$ cat config.mk
export PLATFORM = sky130hd
export DESIGN_NAME = gl_commit_ctrl
export DESIGN_NICKNAME = d
export VERILOG_FILES = /design/src/rtl/gl_commit_ctrl_pkg.sv /design/src/rtl/gl_retire_select.sv /design/src/rtl/gl_commit_ctrl.sv
export SDC_FILE = /design/constraint.sdc
export NUM_CORES = 1
export LEC_CHECK = 0
export ABC_AREA = 1
export CORE_AREA = 4 4 161 163
export CTS_BUF_LIST = sky130_fd_sc_hd__clkbuf_8
export CTS_CLUSTER_SIZE = 12
export DETAILED_ROUTE_END_ITERATION = 6
export DIE_AREA = 0 0 165 167
export GPL_ROUTABILITY_DRIVEN = 0
export GPL_TIMING_DRIVEN = 0
export SLEW_MARGIN = 20
export SYNTH_ARGS = -nofsm -noshare
export SYNTH_HDL_FRONTEND = slang
export SYNTH_SLANG_ARGS = --single-unit
$ cat constraint.sdc
create_clock -name clk_i -period 2.7 [get_ports clk_i]
set_clock_uncertainty 0.05 [all_clocks]
set_input_delay 0.54 -clock clk_i [delete_from_list [all_inputs] [get_ports clk_i]]
set_output_delay 0.54 -clock clk_i [all_outputs]
set_load 0.03 [all_outputs]
$ cat src/rtl/gl_commit_ctrl_pkg.sv
// Shared types for the graduation-list commit slice.
//   gl_index_t     : index into the graduation list
//   exception_t    : oldest pending exception reported by the GL
//   commit_state_t : commit sequencer states
//   popcount2      : number of retire bits set in a 2-bit read_head vector
package gl_commit_ctrl_pkg;

    localparam int unsigned GL_IDX_W = 5;
    localparam int unsigned XLEN     = 64;

    typedef logic [GL_IDX_W-1:0] gl_index_t;

    typedef struct packed {
        logic            valid;
        logic [XLEN-1:0] cause;
        logic [XLEN-1:0] origin;
    } exception_t;

    typedef enum logic [1:0] {
        IDLE,
        CSR_WAIT,
        FENCE_DRAIN
    } commit_state_t;

    function automatic logic [1:0] popcount2(input logic [1:0] v);
        return {1'b0, v[0]} + {1'b0, v[1]};
    endfunction

endpackage

$ cat src/rtl/gl_retire_select.sv
// Combinational retire eligibility for the two oldest GL slots on the
// plain (non-trap, non-serialising) commit path.
//   commit_valid_i     : slot valid bits
//   commit_ex_i        : slot carries an exception
//   commit_is_store_i  : slot is a store-class instruction
//   commit_is_csr_i    : slot is a CSR access
//   commit_is_fence_i  : slot is a FENCE/FENCE.I
//   store_ready_i      : store buffer accepts one store this cycle
//   slot0_retire_o     : slot0 may retire
//   slot1_retire_o     : slot1 may retire alongside slot0
module gl_retire_select
    import gl_commit_ctrl_pkg::*;
(
    input  logic [1:0] commit_valid_i,
    input  logic [1:0] commit_ex_i,
    input  logic [1:0] commit_is_store_i,
    input  logic [1:0] commit_is_csr_i,
    input  logic [1:0] commit_is_fence_i,
    input  logic       store_ready_i,
    output logic       slot0_retire_o,
    output logic       slot1_retire_o
);

    logic slot1_clean;
    logic slot1_store_ok;

    always_comb begin
        slot0_retire_o = commit_valid_i[0] &
                         (~commit_is_store_i[0] | store_ready_i);

        slot1_clean    = commit_valid_i[1] & ~commit_ex_i[1] &
                         ~commit_is_csr_i[1] & ~commit_is_fence_i[1];

        // Only one store can enter the store buffer per cycle.
        slot1_store_ok = ~commit_is_store_i[1] |
                         (~commit_is_store_i[0] & store_ready_i);

        slot1_retire_o = slot0_retire_o & slot1_clean & slot1_store_ok;
    end

endmodule

$ cat src/rtl/gl_commit_ctrl.sv
// Commit sequencer for the graduation list. Inspects the two oldest GL
// slots each cycle and requests retirement of 0/1/2 instructions,
// serialises CSR and FENCE instructions and raises precise traps.
//   clk_i, rstn_i       : clock, asynchronous active-low reset
//   commit_*_i          : per-slot status of the two oldest GL entries
//   commit_gl_entry_i   : GL head index
//   exception_i         : oldest pending exception, at exception_index_i
//   interrupt_i         : enabled interrupt pending, cause interrupt_cause_i
//   store_ready_i       : store buffer accepts one store this cycle
//   sb_empty_i          : store buffer drained
//   csr_ack_i, csr_ex_i : CSR unit completion / fault
//   read_head_o         : retire request {slot1,slot0}
//   flush_commit_o      : one-cycle pipeline flush
//   csr_req_o           : CSR execute request, high while waiting for ack
//   trap_o, trap_*_o    : one-cycle trap pulse with cause/tval
//   instret_o           : retired instruction count
module gl_commit_ctrl
    import gl_commit_ctrl_pkg::*;
#(
    parameter int unsigned INSTRET_W = 64,
    parameter int unsigned CAUSE_W   = 64
) (
    input  logic                 clk_i,
    input  logic                 rstn_i,
    input  logic [1:0]           commit_valid_i,
    input  logic [1:0]           commit_ex_i,
    input  logic [1:0]           commit_is_store_i,
    input  logic [1:0]           commit_is_csr_i,
    input  logic [1:0]           commit_is_fence_i,
    input  gl_index_t            commit_gl_entry_i,
    input  exception_t           exception_i,
    input  gl_index_t            exception_index_i,
    input  logic                 interrupt_i,
    input  logic [CAUSE_W-1:0]   interrupt_cause_i,
    input  logic                 store_ready_i,
    input  logic                 sb_empty_i,
    input  logic                 csr_ack_i,
    input  logic                 csr_ex_i,
    output logic [1:0]           read_head_o,
    output logic                 flush_commit_o,
    output logic                 csr_req_o,
    output logic                 trap_o,
    output logic [CAUSE_W-1:0]   trap_cause_o,
    output logic [CAUSE_W-1:0]   trap_tval_o,
    output logic [INSTRET_W-1:0] instret_o
);

    commit_state_t        state_q, state_d;
    logic                 csr_req_q;
    logic                 flush_q;
    logic [INSTRET_W-1:0] instret_q;

    logic slot0_ok, slot1_ok;
    logic idle_active;
    logic ex_match;
    logic take_irq, take_ex, start_csr, start_fence, normal_commit;

    gl_retire_select u_retire_select (
        .commit_valid_i    (commit_valid_i),
        .commit_ex_i       (commit_ex_i),
        .commit_is_store_i (commit_is_store_i),
        .commit_is_csr_i   (commit_is_csr_i),
        .commit_is_fence_i (commit_is_fence_i),
        .store_ready_i     (store_ready_i),
        .slot0_retire_o    (slot0_ok),
        .slot1_retire_o    (slot1_ok)
    );

    // IDLE decode. The cycle after a flush is ignored so that flush and
    // trap can never pulse back to back, even if the GL is slow to empty.
    assign idle_active   = (state_q == IDLE) & commit_valid_i[0] & ~flush_q;
    assign ex_match      = commit_ex_i[0] & exception_i.valid &
                           (exception_index_i == commit_gl_entry_i);
    assign take_irq      = idle_active & interrupt_i;
    assign take_ex       = idle_active & ~interrupt_i & ex_match;
    assign start_csr     = idle_active & ~interrupt_i & ~ex_match &
                           commit_is_csr_i[0];
    assign start_fence   = idle_active & ~interrupt_i & ~ex_match &
                           ~commit_is_csr_i[0] & commit_is_fence_i[0];
    assign normal_commit = idle_active & ~interrupt_i & ~ex_match &
                           ~commit_is_csr_i[0] & ~commit_is_fence_i[0];

    // State register, CSR request and retire counter.
    always_ff @(posedge clk_i or negedge rstn_i) begin
        if (!rstn_i) begin
            state_q   <= IDLE;
            csr_req_q <= 1'b0;
            flush_q   <= 1'b0;
            instret_q <= '0;
        end else begin
            state_q   <= state_d;
            csr_req_q <= (state_d == CSR_WAIT);
            flush_q   <= flush_commit_o;
            instret_q <= instret_q + INSTRET_W'(popcount2(read_head_o));
        end
    end

    // Next-state logic.
    always_comb begin
        state_d = state_q;
        unique case (state_q)
            IDLE: begin
                if (start_csr) begin
                    state_d = CSR_WAIT;
                end else if (start_fence) begin
                    state_d = FENCE_DRAIN;
                end
            end
            CSR_WAIT: begin
                if (csr_ack_i) begin
                    state_d = IDLE;
                end
            end
            FENCE_DRAIN: begin
                if (sb_empty_i) begin
                    state_d = IDLE;
                end
            end
            default: state_d = IDLE;
        endcase
    end

    // Output logic.
    always_comb begin
        read_head_o    = 2'b00;
        flush_commit_o = 1'b0;
        trap_o         = 1'b0;
        trap_cause_o   = '0;
        trap_tval_o    = '0;
        unique case (state_q)
            IDLE: begin
                if (take_irq) begin
                    trap_o         = 1'b1;
                    trap_cause_o   = interrupt_cause_i;
                    flush_commit_o = 1'b1;
                end else if (take_ex) begin
                    trap_o         = 1'b1;
                    trap_cause_o   = CAUSE_W'(exception_i.cause);
                    trap_tval_o    = CAUSE_W'(exception_i.origin);
                    flush_commit_o = 1'b1;
                end else if (normal_commit) begin
                    read_head_o = {slot1_ok, slot0_ok};
                end
            end
            CSR_WAIT: begin
                if (csr_ack_i) begin
                    flush_commit_o = 1'b1;
                    if (csr_ex_i) begin
                        trap_o       = 1'b1;
                        trap_cause_o = CAUSE_W'(exception_i.cause);
                        trap_tval_o  = CAUSE_W'(exception_i.origin);
                    end else begin
                        read_head_o = 2'b01;
                    end
                end
            end
            FENCE_DRAIN: begin
                if (sb_empty_i) begin
                    read_head_o    = 2'b01;
                    flush_commit_o = 1'b1;
                end
            end
            default: ;
        endcase
    end

    assign csr_req_o = csr_req_q;
    assign instret_o = instret_q;

endmodule
# == Word-level counts from Yosys, hierarchy flattened ==
# Index checks and enable logic that the tools add are counted.
# totals
reg_bits,68
input_bits,220
# op_classes
addsub,2
n_eq_ne,4
n_mux,30
bitwise,31
reduce_logical,1
# op_table
op,count
$mux W64,8
$pmux W64 S2,2
$add A64 B2 Y64,1
$and A1 B1 Y1,19
$mux W2,7
$pmux W2 S3,2
$not A1 Y1,10
$mux W1,9
$eq A5 B5 Y1,1
$eq A2 B1 Y1 const B,2
$pmux W1 S3,1
$add A1 B1 Y2,1
$eq A2 B2 Y1 const B,1
$logic_not A2 Y1,1
$or A1 B1 Y1,2
$pmux W1 S2,1

# == Logic depth before layout (Yosys ltp) ==
# logic_depth
ltp_word,13
ltp_mapped,19
depth_no_buf,19

# == Cells and area by module ==
# Synthesis repeated with hierarchy kept, for this count alone.
# hier_totals
hier_cells,928
area_unflattened_um2,5641.7
# by_module_without_submodules
module,instances,cells_each,area_each_um2,seq_area_each_um2
gl_commit_ctrl,1,918,5595.4,1701.6
gl_retire_select,1,10,46.3,0.0

# == Worst setup path after synthesis ==
# OpenSTA, ideal clock, no wires.
# synth_path
path_type,input to register
startpoint,input port exception_index_i[4]
endpoint,"register instret_q[48], in the netlist instret_o[48]"
setup_ps,135
t_arrival_ps,2901
required_time_ps,2515
path_slack_ps,-386
path_stages,17
path_buffers,0
path_cell_list,nand2_1 -> inv_1 -> nor2_1 -> nor2_1 -> nand3_1 -> nand4_1 -> nand2_1 -> inv_1 -> fa_1 -> inv_1 -> ha_1 -> nand3_1 -> inv_2 -> nand2_1 -> nor2_1 -> nand3_1 -> xnor2_1
# synth_via
elab_chain_len,12
word_cells_on_any_way,13
# synth_rtl
element,line,rtl
"start, declared",gl_commit_ctrl.sv:32,"input gl_index_t exception_index_i,"
$eq A5 B5 Y1 (*),gl_commit_ctrl.sv:73,(exception_index_i == commit_gl_entry_i);
$and A1 B1 Y1 (*),gl_commit_ctrl.sv:72,assign ex_match = commit_ex_i[0] & exception_i.valid &
$not A1 Y1,gl_commit_ctrl.sv:80,assign normal_commit = idle_active & ~interrupt_i & ~ex_match &
$and A1 B1 Y1 (2 in a row),gl_commit_ctrl.sv:80,
$and A1 B1 Y1,gl_commit_ctrl.sv:81,~commit_is_csr_i[0] & ~commit_is_fence_i[0];
$mux W2,gl_commit_ctrl.sv:141,end else if (normal_commit) begin
$mux W2 (*),gl_commit_ctrl.sv:136,end else if (take_ex) begin
$mux W2 (*),gl_commit_ctrl.sv:132,if (take_irq) begin
$pmux W2 S3 (*),gl_commit_ctrl.sv:130,unique case (state_q)
net read_head_o[0],gl_commit_ctrl.sv:39,"output logic [1:0] read_head_o,"
$add A1 B1 Y2 (*),gl_commit_ctrl_pkg.sv:26,"return {1'b0, v[0]} + {1'b0, v[1]};"
$add A64 B2 Y64 (*),gl_commit_ctrl.sv:94,instret_q <= instret_q + INSTRET_W'(popcount2(read_head_o));
"end signal, assigned",gl_commit_ctrl.sv:94,
"end, declared",gl_commit_ctrl.sv:51,logic [INSTRET_W-1:0] instret_q;
# Mark *: on every way through the listed nets, which the timed path passes. The rest lies on a longest branch.

# == Final worst setup path ==
# layout_path
startpoint,register state_q[0]
endpoint,output port trap_tval_o[55]
# layout_via
elab_chain_len,8
word_cells_on_any_way,10
# layout_rtl
element,line,rtl
"start, declared",gl_commit_ctrl.sv:48,"commit_state_t state_q, state_d;"
"start signal, assigned",gl_commit_ctrl.sv:91,state_q <= state_d;
$logic_not A2 Y1,"gl_commit_ctrl.sv:71, gl_commit_ctrl.sv:130",
$and A1 B1 Y1 (2 in a row),gl_commit_ctrl.sv:71,assign idle_active = (state_q == IDLE) & commit_valid_i[0] & ~flush_q;
$and A1 B1 Y1 (2 in a row),gl_commit_ctrl.sv:75,assign take_ex = idle_active & ~interrupt_i & ex_match;
$mux W64,gl_commit_ctrl.sv:136,
$mux W64,gl_commit_ctrl.sv:132,
$pmux W64 S2 (*),gl_commit_ctrl.sv:130,
"end, declared",gl_commit_ctrl.sv:44,"output logic [CAUSE_W-1:0] trap_tval_o,"
# Every way passes the cells marked *; elsewhere a longest branch is shown, timed or not.

==> flow_summary.ini <==
[clocking]
cts_buffers = 9
path_clk_slew_ns = 0.08
cts_max_path_buffers = 2
hold_buffers = 0
clk_root_buffer_cell = clkbuf_8
htree_levels = 3
clock-sinks = 68
cts_tree = yes
clk_latency_ns = 0.37

[placement]
dpl_cell_area_sq_um = 9990
dpl_worst_slack_ns = -1.32
dp_hpwl_microns = 28600
port_buffers = 416
dp_cells = 1592

[power_and_ir_drop]
p_leak_nw = 5.23
swShare_pct = 33.3
irDropWorstVdd_uv = 293
combPwrFrac_pct = 38.6
power_frac_seq_pct = 31.8
total_power_mw = 3.54
power.internal_mw = 2.36
p_clk_share_pct = 29.6
p_sw_mw = 1.18
power_density_nw_per_um2 = 303

[worst_setup_path]
crit_cells = 10
crit_family = buffers and inverters
endpoint_kind = output pin
crit_buf_inv = 6
slowest_stage = dfrtp_1
crit_end = trap_tval_o[55]
critical_path_class = reg -> out
rr_worst_depth = 17
slowest_delay_ns = 0.40
r2r_setup_slack_ns = -0.09
crit-reg2reg-capture = instret_o[60]$_DFF_PN0_
crit_chain = inv_2, nand4_4, nor2_4, buf_4, nand3_4, buf_6, buf_12, buf_12, a21boi_4, buf_6
critPathArrivalTime_ns = 2.26
critPathRequiredTime_ns = 2.11
cp-start-kind = flip-flop
crit_start = state_q[0]$_DFF_PN0_
cp_max_fo = 9
r2r-start = state_q[1]$_DFF_PN0_

[sta]
fin_crit_ns = 2.85
fmax_mhz = 351
setup_viol_count_final = 102
rsz0062_at_grt = true
drv_slew = 0
hold_viol_final = 0
postLayoutSetupSlackWorst_ns = -0.149
slew_headroom_pct = 69.8
tightest_slew_ns = 0.452
period_share_pct = 106
finalSetupTns_ns = -8.18

[routing]
drt_iter0_drc = 612
routedWlPerCell_microns = 21.3
drt_wl_total_microns = 35500
drt-vias-per-instance = 4.55
final_antenna_net_count = 0
drc = 0
vias = 7583
dr.pass1.iters = 5

[status]
violations = setup timing
outcome = finished, violations left

[logic_synthesis]
synthArstFlopShare_pct = 100
yosys.cell_types.count = 32
ys_ff_latch = 68
synth.cell_area_sq_um = 5370
synth_common_cells = 379 x nand2_1, 132 x nor2_1, 68 x dfrtp_1
synth_top_area_cell = dfrtp_1
synth_cells = 851
synth_fp_nets = 1073
avgSynthCellArea_sq_um = 6.31
synth_top_cell_area_share_pct = 31.7
yosysMostFrequentCell = nand2_1
synth-edff-count = 0
yosys_warnings = 0
seq_area_frac_synth_pct = 31.7
synthFlopType = dfrtp_1
synthTopCellsByArea = dfrtp_1 32%, nand2_1 26%, nor2_1 9.2%

[global_route]
grt_max_degree = 39
grt_pass1_wl_microns = 49100
grt_pass1_vias = 7482
grt_usage_pct = 24.0
overflow = 0
antenna_found_initial = 4

[die]
core_area_sq_um = 24300
die_w_microns = 165
die_h_microns = 167
ios = 417
initial_core_util_pct = 22.1
rows = 57
die-area_sq_um = 27600

[finish]
drive_gt1_share_pct = 26.7
stdcell_area_sq_um = 11700
fin_cells = 1667
area.sequential_sq_um = 1700
fin_nets = 1559
area_growth_pct = 118
multi_input_area_sq_um = 4030
nFillCells = 2373

[worst_hold_path]
hold_path_class = in -> async

[run]
maxCapViolCount = 0
==> cell usage in the layout (no fill, tap or decap), types with 3 or more instances in the layout <==
| cell type | n |
|---|---|
| clkdlybuf4s50_1 | 266 |
| buf_16 | 3 |
| nand3_2 | 5 |
| nand2_4 | 7 |
| a21boi_2 | 22 |
| o21ai_2 | 4 |
| dlygate4sd2_1 | 15 |
| o21ai_1 | 8 |
| nor3_2 | 3 |
| xnor2_1 | 31 |
| nand2_1 | 346 |
| nand3b_1 | 7 |
| nand2_8 | 3 |
| a21boi_1 | 18 |
| nand3_1 | 21 |
| clkbuf_2 | 3 |
| inv_1 | 50 |
| nand3_4 | 5 |
| clkbuf_8 | 9 |
| inv_2 | 4 |
| buf_8 | 7 |
| buf_6 | 111 |
| dfrtp_1 | 68 |
| xor2_1 | 14 |
| nand4_1 | 5 |
| nand2_2 | 25 |
| clkbuf_16 | 3 |
| nor2_1 | 121 |
| bufinv_16 | 3 |
| a21boi_4 | 21 |
| nor2_4 | 12 |
| a21boi_0 | 4 |
| buf_12 | 5 |
| nor2_2 | 4 |
| buf_4 | 81 |
==> state kept, by name, indices dropped and copies added (netlist names) <==
signal	cells
csr_req_o	1
flush_q	1
instret_o	64
state_q	2
==> layout make-up <==
cell class	count	area share, %
Clock inverter	7	0.984
Antenna cell	1	0.0214
Tap cell	324	3.46
Timing Repair Buffer	475	41.4
Multi-Input combinational cell	702	34.4
Inverter	55	1.83
Clock buffer	9	1.06
Sequential cell	68	14.5
Buffer	26	2.32
==> logic make-up (layout without fill, tap and decap cells) <==
| family | Yosys count | count (layout) | synth area share (%) |
|---|---|---|---|
| xor+xnor | 47 | 47 | 7.67 |
| compound gates | 82 | 82 | 10.8 |
| simple gates | 570 | 571 | 42.7 |
| fa+ha+maj | 2 | 2 | 0.606 |
| other cells | 0 | 1 | 0 |
| flops | 68 | 68 | 31.7 |
| buf+inv | 82 | 572 | 6.48 |
==> what timing repair did <==
item / 4_1_cts / 5_1_grt
pin swaps: 35 / 43
gates cloned: 8 / 3
setup endpoints to repair: 173 / 171
setup buffers: 28 / 20
resized for setup: 1101 / 136
endpoints found under the hold margin: 0 / 0
==> power groups by stage <==
stage                     combinational (mW)  clock, mW  sequential (mW)
after global routing                    1.44       1.11             1.13
final                                   1.37       1.05             1.12
after detailed placement                1.20          0             1.14
after CTS                               1.31       1.08             1.12
after floorplan                        0.403          0             1.21
after global placement                  1.19          0             1.14
==> metrics by stage <==
stage | utilization [%] | hold slack, ns
after floorplan | - | 0.194
after global routing | 48.1 | 0.0825
after detailed placement | 41.1 | 0.453
final | 48.1 | 0.0559
after CTS | 45.7 | 0.0528
after global placement | 41.0 | 0.462
==> how the worst min path moves through the flow <==
| stage | start | endpoint | depth (start not counted) |
|---|---|---|---|
| global route | rstn_i | instret_o[16]$_DFF_PN0_ | 1 |
| finish | rstn_i | instret_o[22]$_DFF_PN0_ | 1 |
| detailed placement | rstn_i | instret_o[52]$_DFF_PN0_ | 1 |
| CTS | rstn_i | instret_o[52]$_DFF_PN0_ | 1 |
| floorplan | rstn_i | csr_req_o$_DFF_PN0_ | 0 |
| global placement | instret_o[11]$_DFF_PN0_ | instret_o[11]$_DFF_PN0_ | 1 |
==> metal layers <==
layer / GRT usage [%] / vias to the layer above / part of all wire, %
met5: 0 / - / 0.12
met4: 5.21 / 6 / 1.8
met3: 10.7 / 41 / 12
met2: 36.9 / 358 / 45
met1: 30.9 / 3560 / 42
li1: - / 3618 / -
(Power assumes the default switching activity.)
